**src/rtl/uart_receiver_pkg.sv**
```systemverilog
// uart_receiver_pkg
//   Shared definitions for the UART receiver: receive FSM state encoding and
//   the bit-timing constants (16x oversampling, mid-bit sample phase, 8 data
//   bits) used by uart_receiver.
package uart_receiver_pkg;

    localparam int OVERSAMPLE   = 16;
    localparam int SAMPLE_PHASE = 7;
    localparam int DATA_BITS    = 8;

    typedef enum logic [2:0] {
        IDLE,
        START,
        DATA,
        STOP,
        BREAK
    } state_t;

endpackage

```
**src/rtl/uart_receiver_fifo.sv**
```systemverilog
// uart_receiver_fifo
//   Receive FIFO for uart_receiver. DEPTH must be a power of two, 2 or more.
//   Pointers carry one extra wrap bit; full when the wrap bits differ and the
//   index bits match. A push into a full FIFO is dropped and reported on
//   `drop`, unless a pop is accepted on the same cycle, which frees the slot.
//
// Ports
//   clk_sys   : clock
//   reset     : asynchronous active-high reset (FIFO empty)
//   push      : write push_data this cycle
//   push_data : byte to store
//   pop       : remove the head byte (ignored when empty)
//   rd_data   : head byte, 0 when empty
//   valid     : FIFO not empty
//   drop      : push lost because the FIFO was full
module uart_receiver_fifo #(
    parameter int DEPTH = 16
) (
    input  logic       clk_sys,
    input  logic       reset,
    input  logic       push,
    input  logic [7:0] push_data,
    input  logic       pop,
    output logic [7:0] rd_data,
    output logic       valid,
    output logic       drop
);

    localparam int AW = $clog2(DEPTH);

    logic [AW:0] wr_ptr_q, wr_ptr_d;
    logic [AW:0] rd_ptr_q, rd_ptr_d;
    logic [7:0]  mem_q [DEPTH];
    logic        empty, full, pop_ok, push_ok;

    assign empty = (wr_ptr_q == rd_ptr_q);
    assign full  = (wr_ptr_q[AW] != rd_ptr_q[AW]) &&
                   (wr_ptr_q[AW-1:0] == rd_ptr_q[AW-1:0]);

    // A same-cycle pop makes room, so a push into a full FIFO still lands.
    assign pop_ok  = pop && !empty;
    assign push_ok = push && (!full || pop_ok);
    assign drop    = push && !push_ok;

    assign valid   = !empty;
    assign rd_data = empty ? 8'h00 : mem_q[rd_ptr_q[AW-1:0]];

    always_comb begin
        wr_ptr_d = wr_ptr_q;
        rd_ptr_d = rd_ptr_q;
        if (push_ok) wr_ptr_d = wr_ptr_q + 1'b1;
        if (pop_ok)  rd_ptr_d = rd_ptr_q + 1'b1;
    end

    always_ff @(posedge clk_sys or posedge reset) begin
        if (reset) begin
            wr_ptr_q <= '0;
            rd_ptr_q <= '0;
        end else begin
            wr_ptr_q <= wr_ptr_d;
            rd_ptr_q <= rd_ptr_d;
        end
    end

    always_ff @(posedge clk_sys) begin
        if (push_ok) mem_q[wr_ptr_q[AW-1:0]] <= push_data;
    end

endmodule

```
**src/rtl/uart_receiver.sv**
```systemverilog
// uart_receiver
//   8N1 UART receiver with 16x oversampling. rx is synchronized into clk_sys,
//   a tick generator divides the ce enable by (divisor+1), and the receive
//   FSM samples each bit at phase 7 of 16. Accepted bytes are queued for the
//   host; framing errors and lost bytes raise sticky flags.
//
//   Build option UART_RECEIVER_FIFO_EN: when defined, received bytes go into
//   a FIFO_DEPTH-entry uart_receiver_fifo; when undefined, a single holding
//   register is used instead and FIFO_DEPTH has no effect on the datapath.
//
// Ports
//   clk_sys   : system clock (only clock)
//   reset     : asynchronous active-high reset
//   ce        : clock enable; bit timing counts ce cycles
//   divisor   : ce cycles per 1/16 bit, minus 1
//   rx        : raw serial input, idles high
//   rx_data   : byte at the head of the receive buffer (0 when empty)
//   rx_valid  : receive buffer not empty
//   rx_rd     : pop the head byte
//   frame_err : sticky, stop bit sampled low
//   overrun   : sticky, a byte was dropped because the buffer was full
//   err_clr   : clears frame_err and overrun (a same-cycle new error wins)
//   busy      : FSM not in IDLE
module uart_receiver
    import uart_receiver_pkg::*;
#(
    parameter int FIFO_DEPTH = 16
) (
    input  logic        clk_sys,
    input  logic        reset,
    input  logic        ce,
    input  logic [15:0] divisor,
    input  logic        rx,
    output logic [7:0]  rx_data,
    output logic        rx_valid,
    input  logic        rx_rd,
    output logic        frame_err,
    output logic        overrun,
    input  logic        err_clr,
    output logic        busy
);

    localparam int PHASE_W = $clog2(OVERSAMPLE);
    localparam int BITS_W  = $clog2(DATA_BITS);

    if (FIFO_DEPTH < 2 || (FIFO_DEPTH & (FIFO_DEPTH - 1)) != 0) begin : g_depth_check
        $error("uart_receiver: FIFO_DEPTH must be a power of two, 2 or more");
    end

    state_t               state_q, state_d;
    logic                 rx_meta_q, rx_meta_d;
    logic                 rx_sync_q, rx_sync_d;
    logic [15:0]          tick_cnt_q, tick_cnt_d;
    logic [PHASE_W-1:0]   phase_q, phase_d;
    logic [BITS_W-1:0]    bit_cnt_q, bit_cnt_d;
    logic [DATA_BITS-1:0] shift_q, shift_d;
    logic                 frame_err_q, frame_err_d;
    logic                 overrun_q, overrun_d;

    logic tick, at_sample, tick_reload, push, frame_set, drop;

    assign tick      = ce && (tick_cnt_q == 16'd0);
    assign at_sample = tick && (phase_q == PHASE_W'(SAMPLE_PHASE));

    always_comb begin
        rx_meta_d   = rx;
        rx_sync_d   = rx_meta_q;
        state_d     = state_q;
        phase_d     = phase_q;
        bit_cnt_d   = bit_cnt_q;
        shift_d     = shift_q;
        tick_reload = 1'b0;
        push        = 1'b0;
        frame_set   = 1'b0;

        // The phase counter free-runs modulo 16 once a frame starts, so the
        // phase-7 sample repeats every 16 ticks without re-aligning per bit.
        if (tick && state_q != IDLE && state_q != BREAK) phase_d = phase_q + 1'b1;

        unique case (state_q)
            IDLE: begin
                if (!rx_sync_q) begin
                    state_d     = START;
                    phase_d     = '0;
                    tick_reload = 1'b1;
                end
            end
            START: begin
                if (at_sample) begin
                    if (rx_sync_q) begin
                        state_d = IDLE;
                    end else begin
                        state_d   = DATA;
                        bit_cnt_d = '0;
                    end
                end
            end
            DATA: begin
                if (at_sample) begin
                    shift_d   = {rx_sync_q, shift_q[DATA_BITS-1:1]};
                    bit_cnt_d = bit_cnt_q + 1'b1;
                    if (bit_cnt_q == BITS_W'(DATA_BITS - 1)) state_d = STOP;
                end
            end
            STOP: begin
                if (at_sample) begin
                    if (rx_sync_q) begin
                        push    = 1'b1;
                        state_d = IDLE;
                    end else begin
                        frame_set = 1'b1;
                        state_d   = BREAK;
                    end
                end
            end
            BREAK: begin
                if (rx_sync_q) state_d = IDLE;
            end
            default: state_d = IDLE;
        endcase

        tick_cnt_d = tick_cnt_q;
        if (tick_reload)    tick_cnt_d = divisor;
        else if (tick)      tick_cnt_d = divisor;
        else if (ce)        tick_cnt_d = tick_cnt_q - 16'd1;

        frame_err_d = frame_set | (frame_err_q & ~err_clr);
        overrun_d   = drop | (overrun_q & ~err_clr);
    end

    always_ff @(posedge clk_sys or posedge reset) begin
        if (reset) begin
            state_q     <= IDLE;
            rx_meta_q   <= 1'b1;
            rx_sync_q   <= 1'b1;
            tick_cnt_q  <= '0;
            phase_q     <= '0;
            bit_cnt_q   <= '0;
            shift_q     <= '0;
            frame_err_q <= 1'b0;
            overrun_q   <= 1'b0;
        end else begin
            state_q     <= state_d;
            rx_meta_q   <= rx_meta_d;
            rx_sync_q   <= rx_sync_d;
            tick_cnt_q  <= tick_cnt_d;
            phase_q     <= phase_d;
            bit_cnt_q   <= bit_cnt_d;
            shift_q     <= shift_d;
            frame_err_q <= frame_err_d;
            overrun_q   <= overrun_d;
        end
    end

`ifdef UART_RECEIVER_FIFO_EN
    uart_receiver_fifo #(
        .DEPTH(FIFO_DEPTH)
    ) u_fifo (
        .clk_sys  (clk_sys),
        .reset    (reset),
        .push     (push),
        .push_data(shift_q),
        .pop      (rx_rd),
        .rd_data  (rx_data),
        .valid    (rx_valid),
        .drop     (drop)
    );
`else
    // Single-entry holding register: same push/pop/drop rules as the FIFO.
    logic [7:0] hold_q, hold_d;
    logic       hold_full_q, hold_full_d;
    logic       hold_pop, hold_push;

    assign hold_pop  = rx_rd && hold_full_q;
    assign hold_push = push && (!hold_full_q || hold_pop);
    assign drop      = push && !hold_push;
    assign rx_valid  = hold_full_q;
    assign rx_data   = hold_full_q ? hold_q : 8'h00;

    always_comb begin
        hold_d      = hold_push ? shift_q : hold_q;
        hold_full_d = hold_full_q;
        if (hold_push)     hold_full_d = 1'b1;
        else if (hold_pop) hold_full_d = 1'b0;
    end

    always_ff @(posedge clk_sys or posedge reset) begin
        if (reset) begin
            hold_q      <= '0;
            hold_full_q <= 1'b0;
        end else begin
            hold_q      <= hold_d;
            hold_full_q <= hold_full_d;
        end
    end
`endif

    assign frame_err = frame_err_q;
    assign overrun   = overrun_q;
    assign busy      = (state_q != IDLE);

endmodule

```
**config.mk**
```make
export PLATFORM = sky130hd
export DESIGN_NAME = uart_receiver
export DESIGN_NICKNAME = d
export VERILOG_FILES = /design/src/rtl/uart_receiver_pkg.sv /design/src/rtl/uart_receiver_fifo.sv /design/src/rtl/uart_receiver.sv
export SDC_FILE = /design/constraint.sdc
export NUM_CORES = 1
export LEC_CHECK = 0
export ABC_AREA = 1
export CAP_MARGIN = 40
export CORE_ASPECT_RATIO = 0.5
export CORE_UTILIZATION = 56
export CTS_CLUSTER_SIZE = 20
export DETAILED_ROUTE_END_ITERATION = 10
export PLACE_DENSITY = 0.9
export RECOVER_POWER = 25
export SYNTH_ARGS = -nofsm -noshare
export SYNTH_HDL_FRONTEND = slang
export SYNTH_SLANG_ARGS = --single-unit
```
**constraint.sdc**
```tcl
create_clock -name clk_sys -period 2.5 [get_ports clk_sys]
set_clock_uncertainty 0.15 [all_clocks]
set_input_delay 0.25 -clock clk_sys [delete_from_list [all_inputs] [get_ports clk_sys]]
set_output_delay 0.25 -clock clk_sys [all_outputs]
set_load 0.005 [all_outputs]
```
==> impl_metrics.csv, run 1 <==
group,metric,value,unit
outcome,status,"completed",
die,die_h,52.27,um
global_route,grt_max_degree,21,
route,drc,0,
timing,fin_crit_sh,84.48,%
die,rows,17,
logic_synthesis,synth_seq_area_share,41.64,%
cts,cts.sinks,47,
cells_and_area,layout.cells.non_filler,496,
global_route,overflow,0,
placed_design,place_inst,488,
global_route,global_route.usage.total,27.27,%
route,wl,6252,um
cells_and_area,fin_util,72.00,%
logic_synthesis,ys.warnings.count,0,
timing,fin_ws,0.3879,ns
route,avgViaCountPerCell,5.171,
placed_design,dpl.hpwl,4790,um
route,ant_nets,0,
setup_path,critPathArrivalTime,2.17,ns
global_route,antenna_found_initial,0,
die,start_util,61.32,%
setup_path,cp.required,2.56,ns
cts,htree_levels,2,
route,dr.pass1.iters,4,
setup_path,worstSetupPathType,"reg2reg",
cells_and_area,area_growth,17.42,%
logic_synthesis,synth-seq-cells,47,
cells_and_area,drive_gt1_share,9.302,%
route,routedWlPerCell,12.60,um
power,power_density,848.3,nW/um^2
route,num_vias,2565,
timing,tightest_slew,0.7145,ns
logic_synthesis,synthFlopType,"dfrtp_1",
timing,final-setup-viol-count,0,
cts,ctsResizeCount,0,
timing,slew_violations,0,
logic_synthesis,synth_commonest_cells,"nand2_1, inv_1, dfrtp_1",
cells_and_area,area.sequential,1179,sq um
cts,insertion_delay,0.32,ns
timing,fmax,473.5,MHz
logic_synthesis,syn_nets,419,
timing,relSlewSlack,52.37,%
logic_synthesis,synth_cell_types,27,
power,p_leak,1.750,nW
timing,fin_tns_setup,0,ns
power,max-vdd-ir-drop,503.3,uV
timing,rsz0062_at_grt,"no",
die,fp.dieArea,5360,sq um
cells_and_area,antennaDiodeCount,0,
hold_path,hold_class,"in2async",
die,io-pin-count,34,
logic_synthesis,synthArstFlopShare,100.0,%
placed_design,place_ws,0.3894,ns
logic_synthesis,synth_cells,392,
cts,postCtsSetupRepairBufs,0,
die,die_width,102.5,um
cells_and_area,fill_cells,386,
setup_path,cp-end-kind,"flop",
cts,cts_tree,"built",
cts,cts_buffers,5,
global_route,grt_pass1_vias,2426,
timing,min_period,2.112,ns
cells_and_area,multi_input_area,1329,sq um
logic_synthesis,synth_area,2830,sq um
global_route,grt_pass1_wl,10900,um
placed_design,gp_congestion,0.9829,
cts,clk_pin_slew_worst_paths,0.09,ns
logic_synthesis,synth_edf_count,0,
setup_path,startpoint_type,"flop",
die,coreArea,4616,sq um
placed_design,portBuffers,33,
cts,hold_buffers,0,
logic_synthesis,synth_top_area_cell,"dfrtp_1",
setup_path,critPathMaxFanout,9,
power,p_total,2.819,mW
timing,hold_violations,0,
logic_synthesis,synth.most_common_cell,"nand2_1",
logic_synthesis,synthTopCellsByArea,"dfrtp_1, nand2_1, inv_1",
cts,cts_buffer_depth,2,
run,maxCapViolCount,0,
cts,root_buffer,"clkbuf_8",
logic_synthesis,syn-mean-instance-area,7.220,sq um
route,dr.first_iter.drc_count,164,
logic_synthesis,yosysTopAreaCellShare,39.79,%
cells_and_area,nNetsFinal,456,
final cells by class:
| type | instances | share of cell area [%] |
|---|---|---|
| multi-input combinational | 266 | 39.98 |
| tap | 66 | 2.485 |
| inverter | 70 | 7.907 |
| timing repair buffer | 39 | 11.18 |
| clock inverter | 2 | 0.4895 |
| sequential | 47 | 35.47 |
| clock buffer | 6 | 2.485 |
final timing paths:
kind,startpoint,to,slack (ns),cells past startpoint
worst max-delay path,tick_cnt_q[0],tick_cnt_q[9],0.39,10
worst min-delay path,reset,hold_q[0],0.18,2
worst max register to register,tick_cnt_q[0],tick_cnt_q[9],0.39,10
worst min register to register,rx_meta_q,rx_sync_q,0.21,0
max in group asynchronous,reset,shift_q[7],1.07,3
min in group clk_sys,rx_meta_q,rx_sync_q,0.21,0
per-layer routing:
layer	track usage (%)	vias to the layer above	routed length (um)
met5	0	-	0
met4	11.19	0	129
met3	4.533	16	345
met2	47.22	88	2893
met1	34.39	1174	2883
li1	-	1287	-
where the power goes:
group	total (mW)	switching (mW)	leakage, nW	internal (mW)
registers	1.13	0.215	0.575	0.914
clock network	0.503	0.277	0.0474	0.226
logic	1.19	0.758	1.13	0.430
total	2.82	1.25	1.75	1.57
logic make-up after synthesis:
family                   synth area share [%]
AO/OA/AOI/OAI                           9.594
adder cells (fa/ha/maj)                 2.210
flip-flops                              41.64
AND/OR/NAND/NOR                         33.91
buffers and inverters                   11.41
XOR/XNOR                                1.238
placed cells by master (no fill, tap or decap), types with 2 or more instances in the layout:
| cell | netlist | layout |
|---|---|---|
| nand2_1 | 120 | 120 |
| nand2_2 | 3 | 3 |
| nand3_1 | 32 | 32 |
| o21ai_2 | 8 | 8 |
| clkdlybuf4s50_1 | 0 | 31 |
| nand3_4 | 2 | 2 |
| buf_4 | 2 | 5 |
| dfrtp_1 | 45 | 45 |
| xor2_1 | 2 | 2 |
| a21oi_1 | 8 | 8 |
| o21ai_1 | 4 | 4 |
| clkbuf_8 | 0 | 6 |
| nor2_4 | 6 | 6 |
| dfstp_2 | 2 | 2 |
| inv_1 | 69 | 68 |
| dlygate4sd3_1 | 0 | 2 |
| ha_1 | 5 | 5 |
| xnor2_1 | 2 | 2 |
| nand4_1 | 8 | 8 |
| nor3_1 | 4 | 4 |
| o21ai_0 | 25 | 25 |
| nor2_1 | 30 | 30 |
| nor2_2 | 4 | 4 |
flip-flops by register name, indices dropped and copies added (netlist names):
signal	flops
tick_cnt_q	16
bit_cnt_q	3
phase_q	4
rx_valid	1
state_q	3
overrun	1
rx_sync_q	1
rx_meta_q	1
shift_q	8
hold_q	8
frame_err	1
through the flow:
stage	instance area [sq um]	hold slack (ns)
global route	3323	0.2134
floorplan	2830	0.1045
detailed placement	3228	0.2048
finish	3323	0.1790
global placement	3228	0.1957
CTS	3327	0.05643
worst max-delay path, cell delays in order, from the launching register on:
cell and delay, ns:
dfrtp_1 0.42, inv_1 0.12, ha_1 0.20, nand3_1 0.13, nor2_4 0.16, nand3_4 0.17, nand2_1 0.25, buf_4 0.21
a21oi_1 0.08, nand2_1 0.08, nand2_1 0.04
Power figures use the tool's default switching activity.
==> run 2: changes to the inputs <==
==> constraint.sdc (replaced) <==
create_clock -name clk_sys -period 2.1 [get_ports clk_sys]
set_clock_uncertainty 0.15 [all_clocks]
set_input_delay 0.21 -clock clk_sys [delete_from_list [all_inputs] [get_ports clk_sys]]
set_output_delay 0.21 -clock clk_sys [all_outputs]
set_load 0.005 [all_outputs]
==> impl_metrics.csv, run 2 (synthesis results as in run 1) <==
group,metric,value,unit
outcome,status,"completed",
cells_and_area,nNetsFinal,459,
route,wl,6071,um
route,dr_wl_met3,312,um
cells_and_area,drive_gt1_share,10.16,%
power,power_density,999.6,nW/um^2
cells_and_area,final_common_cell,"nand2_1",
die,rows,17,
global_route,overflow,0,
cts,htree_levels,2,
cells_and_area,fill_cells,355,
run,maxCapViolCount,0,
cts,insertion_delay,0.30,ns
setup_path,startpoint_type,"flop",
global_route,grt_pass1_vias,2425,
timing,rsz0062_at_grt,"no",
cts,cts.sinks,47,
setup_path,cpPeakStageDelay,0.45,ns
die,fp.dieArea,5360,sq um
route,drc,0,
route,avgViaCountPerCell,5.283,
setup_path,critPathMaxFanout,6,
placed_design,gp_congestion,0.9099,
timing,relSlewSlack,41.86,%
timing,fin_crit_sh,96.11,%
route,routedWlPerCell,12.17,um
cells_and_area,multi_input_area,1349,sq um
setup_path,slowest_stage,"clkdlybuf4s50_1",
global_route,grt_max_degree,32,
route,route.met2.wl,3058,um
placed_design,portBuffers,33,
timing,slew_violations,0,
global_route,global_route.usage.total,25.29,%
timing,final-setup-viol-count,0,
timing,fmax,495.4,MHz
route,ant_nets,0,
placed_design,place_inst,488,
hold_path,hold_class,"reg2reg",
placed_design,dpl.hpwl,4568,um
cts,cts_buffer_depth,2,
setup_path,critPathArrivalTime,1.66,ns
cells_and_area,final_cell_mix,"nand2_1, inv_1, dfrtp_1, nand3_1, clkdlybuf4s50_1",
setup_path,cp.required,1.74,ns
route,dr.first_iter.drc_count,119,
die,start_util,61.32,%
cells_and_area,layout.cells.non_filler,499,
route,top_layer,"met4",
global_route,grt_pass1_wl,10360,um
cts,clk_pin_slew_worst_paths,0.09,ns
power,max-vdd-ir-drop,580.5,uV
cells_and_area,top_register,"tick_cnt_q",
die,die_width,102.5,um
cts,cts_buffers,5,
timing,min_period,2.018,ns
setup_path,cp-end-kind,"primary output",
timing,fin_tns_setup,0,ns
setup_path,crit_top_cell,"inv_1",
route,dr.pass1.iters,5,
global_route,antenna_found_initial,0,
die,io-pin-count,34,
timing,tightest_slew,0.8721,ns
cells_and_area,reg_top3,"tick_cnt_q: 16 flops, hold_q: 8 flops, shift_q: 8 flops",
timing,hold_violations,0,
cells_and_area,largest_reg_flops,16,
setup_path,crit_chain,"inv_1, nand2_1, nor2_1, inv_1, clkdlybuf4s50_1",
route,met1_length,2632,um
die,coreArea,4616,sq um
route,num_vias,2636,
cells_and_area,antennaDiodeCount,0,
die,die_h,52.27,um
power,p_leak,1.762,nW
cts,root_buffer,"clkbuf_8",
setup_path,worstSetupPathType,"reg2out",
cts,cts_tree,"built",
cells_and_area,area_growth,19.01,%
cells_and_area,area.sequential,1179,sq um
-- run 2: cell type report --
class / count / area share [%]
Multi-Input combinational cell: 267 / 40.04
Sequential cell: 47 / 34.99
Timing Repair Buffer: 41 / 11.78
Inverter: 70 / 7.801
Clock buffer: 6 / 2.452
Tap cell: 66 / 2.452
Clock inverter: 2 / 0.4829
-- run 2: critical path, delay by kind of cell, from the launching register on --
kind	cells	cell delay, ns
buffers and inverters	3	0.63
and+or+nand+nor	2	0.31
DFF	1	0.42
-- run 2: worst paths after layout --
| kind | depth (start not counted) | to | slack, ns | startpoint |
|---|---|---|---|---|
| max | 5 | busy | 0.08 | state_q[1] |
| min | 0 | rx_sync_q | 0.21 | rx_meta_q |
| max reg2reg | 9 | tick_cnt_q[0] | 0.17 | tick_cnt_q[0] |
| min reg2reg | 0 | rx_sync_q | 0.21 | rx_meta_q |
| max in group asynchronous | 3 | phase_q[3] | 0.81 | reset |
| min in group asynchronous | 3 | state_q[1] | 0.41 | reset |
-- run 2: per-layer routing --
layer	GRT usage [%]	vias up
li1	-	1299
met1	31.91	1247
met2	44.11	82
met3	4.933	8
met4	8.333	0
met5	0	-
-- run 2: through the flow --
step                      setup slack (ns)  power (mW)  instance area [sq um]  utilization, %  hold WS (ns)
after floorplan                     0.3041       2.369                   2830               -       0.06448
after global placement              0.1418       2.657                   3228           69.94        0.1955
after detailed placement           0.07179       2.751                   3228           69.94        0.2010
after CTS                          0.06988       3.342                   3327           72.08       0.08230
after global routing               0.01385       3.642                   3368           72.97        0.2178
final                              0.08159       3.367                   3368           72.97        0.2104
-- run 2: power by group --
group	leakage (nW)	switching (mW)	total [mW]	internal (mW)
Combinational	1.14	0.925	1.44	0.514
Clock	0.0474	0.322	0.592	0.269
Sequential	0.575	0.249	1.34	1.09
Total	1.76	1.50	3.37	1.87
-- run 2: repair_timing --
item,4_1_cts,5_1_grt
setup endpoints to repair,0,28
buffers inserted,0,2
hold buffers,0,0
gates resized for setup,0,2
==> run 3: changes to the inputs <==
--- a/config.mk
+++ b/config.mk
@@ -8,10 +8,11 @@
 export ABC_AREA = 1
 export CAP_MARGIN = 40
 export CORE_ASPECT_RATIO = 0.5
-export CORE_UTILIZATION = 56
+export CORE_UTILIZATION = 58
+export CTS_BUF_LIST = sky130_fd_sc_hd__clkbuf_8
 export CTS_CLUSTER_SIZE = 20
 export DETAILED_ROUTE_END_ITERATION = 10
-export PLACE_DENSITY = 0.9
+export PLACE_DENSITY = 0.93
 export RECOVER_POWER = 25
 export SYNTH_ARGS = -nofsm -noshare
 export SYNTH_HDL_FRONTEND = slang
==> constraint.sdc (replaced) <==
create_clock -name clk_sys -period 2 [get_ports clk_sys]
set_clock_uncertainty 0.15 [all_clocks]
set_input_delay 0.2 -clock clk_sys [delete_from_list [all_inputs] [get_ports clk_sys]]
set_output_delay 0.2 -clock clk_sys [all_outputs]
set_load 0.005 [all_outputs]
==> impl_metrics.csv, run 3 (synthesis results as in run 1) <==
group,metric,value,unit
outcome,status,"completed",
cells_and_area,final_common_cell,"nand2_1",
cts,cts_buffer_depth,2,
power,max-vdd-ir-drop,664.6,uV
route,drc,0,
global_route,antenna_found_initial,0,
route,dr.first_iter.drc_count,131,
cts,clk_pin_slew_worst_paths,0.09,ns
timing,hold_slack,0.2149,ns
route,ant_nets,0,
setup_path,critPathMaxFanout,8,
timing,relSlewSlack,46.87,%
timing,slew_violations,0,
timing,fin_tns_setup,0,ns
placed_design,portBuffers,33,
cts,hold_buffers,0,
global_route,grt_max_degree,22,
cells_and_area,reg_top3,"tick_cnt_q: 16 flops, hold_q: 8 flops, shift_q: 8 flops",
placed_design,place_inst,492,
cells_and_area,fill_cells,328,
route,wl,6164,um
power,p_leak,1.808,nW
cells_and_area,layout.cells.non_filler,506,
global_route,top_usage_layer,"met2",
global_route,overflow,0,
die,coreArea,4531,sq um
cells_and_area,drive_gt1_share,13.41,%
die,io-pin-count,34,
global_route,grt_pass1_vias,2440,
die,die_h,51.40,um
cts,htree_levels,2,
timing,tightest_slew,0.7960,ns
timing,hold_violations,0,
cells_and_area,largest_reg_flops,16,
die,die_width,100.8,um
timing,fin_crit_sh,96.15,%
run,maxCapViolCount,0,
route,routedWlPerCell,12.18,um
route,avgViaCountPerCell,5.119,
cts,cts_buffers,5,
route,dr.pass1.iters,4,
die,fp.dieArea,5180,sq um
cells_and_area,final_cell_mix,"nand2_1, inv_1, dfrtp_1, nand3_1, clkdlybuf4s50_1",
cts,insertion_delay,0.31,ns
global_route,use_met3,4.104,%
global_route,global_route.usage.total,25.64,%
placed_design,gp_congestion,0.9582,
setup_path,cp-end-kind,"flop",
setup_path,startpoint_type,"flop",
cells_and_area,fin_util,76.55,%
cells_and_area,antennaDiodeCount,0,
cts,cts.sinks,47,
cts,root_buffer,"clkbuf_8",
cells_and_area,area_growth,22.55,%
cells_and_area,top_register,"tick_cnt_q",
die,rows,17,
timing,min_period,1.923,ns
die,start_util,62.47,%
global_route,grt_pass1_wl,10350,um
hold_path,hold_class,"reg2reg",
timing,final-setup-viol-count,0,
route,num_vias,2590,
timing,fmax,520.0,MHz
placed_design,dpl.hpwl,4267,um
cts,cts_tree,"built",
setup_path,critPathArrivalTime,1.97,ns
setup_path,worstSetupPathType,"reg2reg",
global_route,use_met1,32.69,%
setup_path,cp.required,2.05,ns
power,power_density,1089,nW/um^2
global_route,met2_usage,44.29,%
cells_and_area,nNetsFinal,466,
## run 3: cell types whose count changed in the layout (fill, tap and decap cells not counted), sizes merged
cell	delta
buf	+8
bufinv	+1
clkbuf	-1
clkinv	-2
inv	+1
## run 3: stage by stage
stage | power, mW | setup slack, ns | instance area [sq um]
3_5_place_dp | 2.879 | 0.04759 | 3258
2_1_floorplan | 2.487 | 0.2041 | 2830
5_1_grt | 4.056 | -0.05776 | 3468
3_3_place_gp | 2.825 | 0.09009 | 3258
4_1_cts | 3.657 | 0.0006191 | 3379
6_report | 3.775 | 0.07709 | 3468
## run 3: cell type report
cell class                 instances  area, sq um  area share (%)
timing repair buffer              48        455.4           13.13
tap                               66        82.58           2.381
multi-input combinational        267         1364           39.32
clock inverter                     2        38.79           1.118
clock buffer                       6        82.58           2.381
inverter                          70        266.5           7.684
sequential                        47         1179           33.98
## run 3: critical path: stages, from the launching register on
cell and delay, ns:
dfrtp_1 0.39, inv_1 0.13, ha_2 0.22, nand3_1 0.12
nor2_4 0.16, nand3_4 0.14, nor2_8 0.18, nand3_4 0.14
nand2_1 0.12, o21ai_2 0.05
## run 3: per-layer routing
metal	share of wire, %	vias to the layer above
li1	-	1307
met1	45	1184
met2	49	88
met3	5.1	11
met4	1.1	0
met5	0	-
## run 3: worst paths after layout
kind	to	depth (start not counted)	startpoint	slack, ns
worst max register to register	hold_q[5]	9	tick_cnt_q[1]	0.08
worst min register to register	rx_sync_q	0	rx_meta_q	0.21
worst max-delay path	hold_q[5]	9	tick_cnt_q[1]	0.08
max in group asynchronous	tick_cnt_q[5]	3	reset	0.55
worst min-delay path	rx_sync_q	0	rx_meta_q	0.21
min in group asynchronous	state_q[1]	2	reset	0.32
## run 3: repair_timing
action	4_1_cts	5_1_grt
setup endpoints to repair	0	38
resized for setup	0	13
buffers inserted	0	5
hold endpoints to repair	0	0
## run 3: power breakdown
group | leakage (nW) | internal (mW) | switching [mW]
Combinational | 1.17 | 0.604 | 1.01
Sequential | 0.575 | 1.14 | 0.273
Clock | 0.0618 | 0.411 | 0.336
Total | 1.81 | 2.16 | 1.62
